File: src/rtl/fetch_queue.sv
// Instruction-fetch front end: owns the fetch PC, issues 1-cycle-latency imem requests
// and buffers returned {instruction, PC} pairs in a DEPTH-entry FIFO popped by ID.
module fetch_queue #(
  parameter int unsigned          XLEN     = 32,
  parameter int unsigned          DEPTH    = 4,
  parameter logic [XLEN-1:0]      RESET_PC = '0
) (
  input  logic                       clk_i,
  input  logic                       rst_i,
  output logic                       imem_req_o,
  output logic [XLEN-1:0]            imem_addr_o,
  input  logic [31:0]                imem_data_i,
  input  logic                       redirect_i,
  input  logic [XLEN-1:0]            redirect_pc_i,
  output logic                       out_valid_o,
  input  logic                       out_ready_i,
  output logic [31:0]                out_inst_o,
  output logic [XLEN-1:0]            out_pc_o,
  output logic [$clog2(DEPTH):0]     count_o
);

  localparam int unsigned AW = $clog2(DEPTH);
  localparam int unsigned CW = AW + 1;

  logic [XLEN-1:0] fetch_pc_reg, fetch_pc_next;
  logic [XLEN-1:0] req_pc_reg, req_pc_next;
  logic            inflight_reg, inflight_next;
  logic [CW-1:0]   count_reg, count_next;
  logic [AW-1:0]   wr_ptr_reg, wr_ptr_next;
  logic [AW-1:0]   rd_ptr_reg, rd_ptr_next;

  logic [31:0]     inst_mem [DEPTH];
  logic [XLEN-1:0] pc_mem   [DEPTH];

  logic [CW:0]     pending;
  logic            req;
  logic            push;
  logic            pop;

  // Credit counts buffered entries plus the response still in flight, so a
  // granted request always has a free slot when its data returns.
  assign pending = {1'b0, count_reg} + {{CW{1'b0}}, inflight_reg};
  assign req     = !rst_i && !redirect_i && (pending < (CW+1)'(DEPTH));
  assign push    = inflight_reg && !redirect_i;
  assign pop     = (count_reg != '0) && out_ready_i && !redirect_i;

  always_comb begin
    fetch_pc_next = fetch_pc_reg;
    req_pc_next   = req_pc_reg;
    inflight_next = 1'b0;
    count_next    = count_reg;
    wr_ptr_next   = wr_ptr_reg;
    rd_ptr_next   = rd_ptr_reg;

    if (redirect_i) begin
      fetch_pc_next = {redirect_pc_i[XLEN-1:2], 2'b00};
      count_next    = '0;
      wr_ptr_next   = '0;
      rd_ptr_next   = '0;
    end else begin
      if (req) begin
        fetch_pc_next = fetch_pc_reg + XLEN'(4);
        req_pc_next   = fetch_pc_reg;
        inflight_next = 1'b1;
      end
      if (push) wr_ptr_next = wr_ptr_reg + AW'(1);
      if (pop)  rd_ptr_next = rd_ptr_reg + AW'(1);
      case ({push, pop})
        2'b10:   count_next = count_reg + CW'(1);
        2'b01:   count_next = count_reg - CW'(1);
        default: count_next = count_reg;
      endcase
    end
  end

  always_ff @(posedge clk_i) begin
    if (rst_i) begin
      fetch_pc_reg <= RESET_PC;
      req_pc_reg   <= '0;
      inflight_reg <= 1'b0;
      count_reg    <= '0;
      wr_ptr_reg   <= '0;
      rd_ptr_reg   <= '0;
    end else begin
      fetch_pc_reg <= fetch_pc_next;
      req_pc_reg   <= req_pc_next;
      inflight_reg <= inflight_next;
      count_reg    <= count_next;
      wr_ptr_reg   <= wr_ptr_next;
      rd_ptr_reg   <= rd_ptr_next;
    end
  end

  // Storage needs no reset: occupancy alone decides which entries are live.
  always_ff @(posedge clk_i) begin
    if (push && !rst_i) begin
      inst_mem[wr_ptr_reg] <= imem_data_i;
      pc_mem[wr_ptr_reg]   <= req_pc_reg;
    end
  end

  assign imem_req_o  = req;
  assign imem_addr_o = fetch_pc_reg;
  assign out_valid_o = (count_reg != '0);
  assign out_inst_o  = out_valid_o ? inst_mem[rd_ptr_reg] : 32'h0;
  assign out_pc_o    = out_valid_o ? pc_mem[rd_ptr_reg] : '0;
  assign count_o     = count_reg;

endmodule

File: config.mk
export PLATFORM = sky130hd
export DESIGN_NAME = fetch_queue
export DESIGN_NICKNAME = d
export VERILOG_FILES = /design/src/rtl/fetch_queue.sv
export SDC_FILE = /design/constraint.sdc
export NUM_CORES = 1
export LEC_CHECK = 0
export BUFFER_PORTS_ARGS = -buffer_cell sky130_fd_sc_hd__buf_2
export CAP_MARGIN = 20
export CORE_UTILIZATION = 45
export CTS_BUF_LIST = sky130_fd_sc_hd__clkbuf_16
export DETAILED_ROUTE_END_ITERATION = 10
export PLACE_DENSITY = 0.76
export SYNTH_ARGS = -nofsm -noshare
export SYNTH_HDL_FRONTEND = slang
export SYNTH_SLANG_ARGS = --single-unit
File: constraint.sdc
create_clock -name clk_i -period 7.1 [get_ports clk_i]
set_input_delay 1.42 -clock clk_i [delete_from_list [all_inputs] [get_ports clk_i]]
set_output_delay 1.42 -clock clk_i [all_outputs]
set_load 0.01 [all_outputs]
==> results of run 1 <==
-- layout by cell type, fill, tap and decap left out, drive strengths merged, types with 3 or more instances in the layout --
| cell type | netlist | layout |
|---|---|---|
| a211oi | 5 | 5 |
| a21oi | 50 | 50 |
| a2bb2oi | 3 | 3 |
| a311oi | 4 | 4 |
| a31oi | 5 | 5 |
| and3 | 8 | 8 |
| and4 | 4 | 4 |
| buf | 17 | 167 |
| clkbuf | 30 | 33 |
| clkinv | 0 | 14 |
| conb | 1 | 4 |
| dfxtp | 70 | 70 |
| edfxtp | 248 | 248 |
| ha | 6 | 6 |
| inv | 12 | 20 |
| mux4 | 62 | 62 |
| nand2 | 87 | 87 |
| nand3 | 16 | 16 |
| nand4 | 13 | 13 |
| nor2 | 25 | 25 |
| nor2b | 62 | 62 |
| nor3 | 5 | 5 |
| nor4 | 6 | 6 |
| o211ai | 3 | 3 |
| o21ai | 7 | 7 |
| or3 | 8 | 8 |
| xnor2 | 12 | 12 |
| xor2 | 6 | 6 |
-- area by class of cell --
type,instances,area (um2),share of cell area
sequential,318,8856,0.6023
multi-input combinational,419,3488,0.2373
timing repair buffer,167,848.3,0.05770
clock buffer,33,825.8,0.05617
tap,372,465.4,0.03166
clock inverter,25,173.9,0.01183
inverter,12,45.04,0.003064
-- worst min-delay path: stages (launching register included) --
cell and delay [ns]:
dfxtp_1 0.33, nand2_1 0.06, a21oi_1 0.05
-- logic make-up after synthesis --
kind of cell,Yosys count,share of synthesized area
other cells,1,0.0002987
buf+inv,59,0.02033
compound gates,84,0.03996
fa+ha+maj,7,0.007573
mux,64,0.1128
simple gates,242,0.1017
xor+xnor,18,0.01256
flops,318,0.7047
-- path summary, 6_finish.rpt --
check / startpoint / to / depth (start not counted)
worst min-delay path: req_pc_reg[23] / req_pc_reg[23] / 2
worst max register to register: inflight_reg / imem_addr_o[18] / 7
worst max-delay path: redirect_i / imem_req_o / 6
worst min register to register: req_pc_reg[23] / req_pc_reg[23] / 2
-- report_power, final --
group | internal [mW] | switching, mW | total (mW)
logic | 0.0494 | 0.0747 | 0.124
clock network | 0.911 | 0.681 | 1.59
registers | 2.02 | 0.0293 | 2.05
total | 2.98 | 0.785 | 3.76
-- per-stage QoR --
| stage | hold WS (ns) | power (mW) | util |
|---|---|---|---|
| after global routing | 0.5202 | 3.882 | 0.5410 |
| after floorplan | 0.4600 | 2.149 | - |
| after detailed placement | 0.4861 | 2.213 | 0.5042 |
| final | 0.4933 | 3.764 | 0.5410 |
| after CTS | 0.4945 | 3.801 | 0.5410 |
| after global placement | 0.4758 | 2.208 | 0.5042 |
-- metal layers --
| layer | track usage | part of all wire |
|---|---|---|
| met1 | 0.2567 | 0.43 |
| met2 | 0.2979 | 0.47 |
| met3 | 0.03227 | 0.077 |
| met4 | 0.05092 | 0.019 |
| met5 | 0 | 0 |
==> flow_summary_export.csv, run 1 <==
group,metric,value,unit
logic_synthesis,synthesis.area,12560,um2
drt,dr.pass1.iters,5,
critical_path,crit_type,"in -> out",
logic_synthesis,syn_area_per_cell,15.83,um2
die,die_h,169.0,um
placement,gp_congestion,0.8431,
logic_synthesis,synth.area.top_cells,"edfxtp_1, dfxtp_1, mux4_2, nor2b_1, nand2_1",
placement,port_buffers,162,
logic_synthesis,synthCells,793,
critical_path,crit_top_cell,"buf_2",
drt,avgRoutedWirePerCell,19.36,um
critical_path,cp_data_arrival_time,3.16,ns
die,die_w,169.0,um
final_layout,fin_cells,1346,
drt,drt_iter0_drc,536,
final_layout,nFillCells,2189,
clocking,cts_root_buf,"clkbuf_16",
clocking,ctsResizeCount,0,
power_and_ir_drop,p_leak,5.236,nW
logic_synthesis,seq_area_frac_synth,0.7047,
critical_path,crit_slowest_cell,"inv_2",
die,fp.dieArea,28570,um2
logic_synthesis,synth-edff-count,248,
clocking,cts_made_buffers,31,
final_layout,top_regs,"inst_mem (128), pc_mem (120)",
clocking,clk_path_buf_depth,3,
sta,hold_violations,0,
final_layout,num_antenna_cells,0,
clocking,cts_max_level,1,
drt,detail-route-antenna-nets,0,
logic_synthesis,yosysUniqueCellTypes,51,
sta,skew,0.007589,ns
sta,finalCritPeriodShare,0.6445,
final_layout,largest_reg_flops,128,
logic_synthesis,synth_warnings,0,
sta,setup_ws,2.524,ns
die,start_util,0.4620,
placement,dp_hpwl,14940,um
logic_synthesis,synth.most_common_cell,"edfxtp_1",
logic_synthesis,yosys.area.top_type,"edfxtp_1",
die,core_area,27180,um2
sta,tightest_slew,1.047,ns
final_layout,syn2layout_area_growth,17.10,%
worst_hold_path,worstHoldPathType,"reg -> reg",
drt,drc,0,
placement,dp_slack,2.530,ns
clocking,post_cts_buffers,0,
final_layout,final_nets,1024,
critical_path,critical_path.top_delay_family,"buffers and inverters",
global_routing,grt_overflow_total,0,
final_layout,largest_register,"inst_mem",
drt,viasPerCell,5.386,
sta,fin_tns_setup,0,ns
drt,vias,7249,
critical_path,setup.worst_path.start_class,"primary input",
critical_path,critical_path_required,5.68,ns
logic_synthesis,netlist_top_cells_count,"edfxtp_1, nand2_1, dfxtp_1, mux4_2, nor2b_1",
logic_synthesis,ys_async_sr_fraction,0,
sta,layout_min_cycle_time,4.576,ns
status,outcome,"completed",
die,rows,60,
final_layout,final_cell_area,14700,um2
sta,relSlewSlack,0.3021,
sta,slew_violations,0,
sta,fmax,0.2185,GHz
critical_path,cp-end-kind,"output pin",
global_routing,track_usage,0.1838,
sta,rsz0062_at_grt,"no",
global_routing,grt_pass1_vias,7096,
logic_synthesis,synth-seq-cells,318,
global_routing,grt_pass1_wl,40290,um
die,io_pins,169,
clocking,cts-hold-fix-buffers,0,
final_layout,drive_gt1_frac,0.3090,
placement,dpl-instance-area,13700,um2
global_routing,antenna_found_initial,0,
placement,dpl.cell_count,1288,
critical_path,worstPathMaxFanout,37,
clocking,clock-sinks,318,
drt,finalWirelength,26060,um
sta,finalSetupViolCount,0,
global_routing,grt_max_degree,63,
power_and_ir_drop,p_per_area,256.0,nW/um2
power_and_ir_drop,ir_drop,0.0001579,V
critical_path,cp.buffers_inverters,4,
clocking,cts.clk_slew.worst_paths,0.06,ns
critical_path,critPathMaxStageDelay,0.51,ns
critical_path,crit_chain,"buf_2 -> nor2_4 -> nand2_1 -> buf_4 -> inv_2 -> buf_2",
critical_path,reg2reg_slack,4.16,ns
clocking,clk_latency,0.55,ns
logic_synthesis,ys.flop_type,"edfxtp_1",
clocking,cts_tree,"built",
logic_synthesis,yosysTopAreaCellShare,0.5931,
job,max_cap_violations,0,
Power figures use the tool's default switching activity.
==> run 2, diff against run 1 <==
==> constraint.sdc (replaced) <==
create_clock -name clk_i -period 4.5 [get_ports clk_i]
set_input_delay 0.9 -clock clk_i [delete_from_list [all_inputs] [get_ports clk_i]]
set_output_delay 0.9 -clock clk_i [all_outputs]
set_load 0.01 [all_outputs]
==> run 2 against run 1 <==
  * Flip-flop and latch count unchanged
  * Register-to-register slack got worse by 2.3 ns
  * Hold slack better by 0.0074 ns
  * Die area stayed put
  * Critical endpoint is now out_pc_o[15]
==> flow_summary_export.csv, run 2 (same netlist as run 1, synthesis figures left out) <==
group,metric,value,unit
final_layout,fin_cells,1356,
sta,slew_violations,0,
power_and_ir_drop,p_int,4.957,mW
clocking,cts-hold-fix-buffers,0,
placement,gp_congestion,0.8340,
critical_path,reg2reg_to,"count_o[2]",
critical_path,crit_type,"reg -> out",
die,core_area,27180,um2
die,io_pins,169,
final_layout,largest_register,"inst_mem",
critical_path,r2r_cells,9,
sta,skew,0.02366,ns
clocking,clk_latency,0.51,ns
worst_hold_path,hold-path-endpoint,"req_pc_reg[18]",
global_routing,grtUsageMet2,0.3042,
final_layout,final_nets,1036,
global_routing,antenna_found_initial,0,
global_routing,track_usage,0.1902,
critical_path,reg2reg_slack,1.86,ns
power_and_ir_drop,p_per_area,417.3,nW/um2
sta,layout_min_cycle_time,3.320,ns
final_layout,num_antenna_cells,0,
sta,hold_violations,0,
drt,dr.pass1.iters,4,
die,fp.dieArea,28570,um2
die,die_h,169.0,um
drt,viasPerCell,5.346,
power_and_ir_drop,pwr-share-comb,0.032,
job,max_cap_violations,0,
drt,drc,0,
power_and_ir_drop,fin_total_pwr,6.241,mW
power_and_ir_drop,p_leak,5.340,nW
global_routing,met3_usage,0.03928,
power_and_ir_drop,p_seq_frac,0.518,
clocking,clk_path_buf_depth,3,
sta,whs,0.5007,ns
final_layout,largest_reg_flops,128,
die,start_util,0.4620,
sta,fin_tns_setup,0,ns
final_layout,final_common_cell,"edfxtp_1",
clocking,ctsResizeCount,0,
clocking,cts_made_buffers,35,
critical_path,critical_path_required,3.60,ns
final_layout,top_regs,"inst_mem (128), pc_mem (120)",
final_layout,final_core_util,0.5504,
final_layout,drive_gt1_frac,0.3140,
critical_path,cp-end-kind,"output pin",
clocking,cts_tree,"built",
worst_hold_path,worstHoldPathType,"reg -> reg",
global_routing,grt_pass1_wl,41560,um
sta,rsz0062_at_grt,"no",
placement,dp_slack,1.446,ns
power_and_ir_drop,ir_drop,0.0002196,V
die,rows,60,
final_layout,final_cell_mix,"edfxtp_1, buf_2, nand2_1, dfxtp_1",
clocking,cts_root_buf,"clkbuf_16",
drt,avgRoutedWirePerCell,19.44,um
worst_hold_path,hold_depth,2,
placement,port_buffers,162,
die,die_w,169.0,um
clocking,cts.clk_slew.worst_paths,0.06,ns
sta,finalCritPeriodShare,0.7379,
sta,finalSetupViolCount,0,
critical_path,r2r_start,"count_o[0]",
sta,setup_ws,1.180,ns
global_routing,grt_pass1_vias,7313,
drt,detail-route-antenna-nets,0,
final_layout,final_cell_area,14960,um2
critical_path,setup.worst_path.start_class,"flip-flop",
global_routing,met1_usage,0.2667,
drt,vias,7249,
clocking,clock-sinks,318,
sta,relSlewSlack,0.3497,
critical_path,worstPathMaxFanout,44,
status,outcome,"completed",
drt,finalWirelength,26370,um
sta,tightest_slew,0.9755,ns
global_routing,grt_overflow_total,0,
global_routing,grt_max_degree,63,
final_layout,syn2layout_area_growth,19.12,%
clocking,post_cts_buffers,0,
sta,fmax,0.3012,GHz
critical_path,cp_data_arrival_time,2.42,ns
power_and_ir_drop,p_sw,1.284,mW
placement,dpl.cell_count,1296,
clocking,cts_max_level,2,
power_and_ir_drop,switching_share,0.2057,
global_routing,grt.busiest_layer,"met2",
power_and_ir_drop,clkPwrFrac,0.450,
drt,drt_iter0_drc,486,
placement,dp_hpwl,15820,um
placement,dpl-instance-area,13810,um2
worst_hold_path,min_from,"req_pc_reg[18]",
run 2: changes by cell type in the layout (fill, tap and decap cells not counted):
cell / change
clkinv_2: -9
buf_12: +4
buf_4: +4
clkbuf_16: +3
clkinvlp_4: +3
bufinv_16: +2
clkinv_4: +2
inv_1: +2
clkinv_8: +1
inv_2: -1
inv_4: -1
run 2: worst max path at each step:
stage | end | cells past startpoint
6_report | out_pc_o[15] | 4
5_1_grt | out_pc_o[15] | 4
4_1_cts | out_pc_o[15] | 4
3_5_place_dp | count_o[2] | 8
3_3_place_gp | count_o[2] | 8
2_1_floorplan | inst_mem[0][0] | 3
run 2: cell type report:
cell class / instances / area [um2]
multi-input combinational: 419 / 3488
timing repair buffer: 175 / 958.4
fill: 2209 / 12220
inverter: 12 / 45.04
clock buffer: 36 / 900.9
sequential: 318 / 8856
clock inverter: 24 / 242.7
tap: 372 / 465.4
run 2: power groups by stage:
stage	Clock [mW]	Sequential (mW)	Combinational, mW
finish	2.81	3.23	0.199
global route	2.97	3.24	0.220
CTS	2.86	3.23	0.200
detailed placement	0	3.29	0.200
global placement	0	3.29	0.195
floorplan	0	3.29	0.102
run 2: metal layers:
layer / up-vias / share of wire
met3: 41 / 0.072
met4: 0 / 0.017
met2: 262 / 0.47
li1: 3356 / -
met1: 3590 / 0.44
met5: - / 0
run 2: worst max-delay path, stage by stage, from the launching register on:
cell,delay (ns)
dfxtp_4,0.61
buf_12,0.38
mux4_2,0.54
nor2b_1,0.16
buf_2,0.17
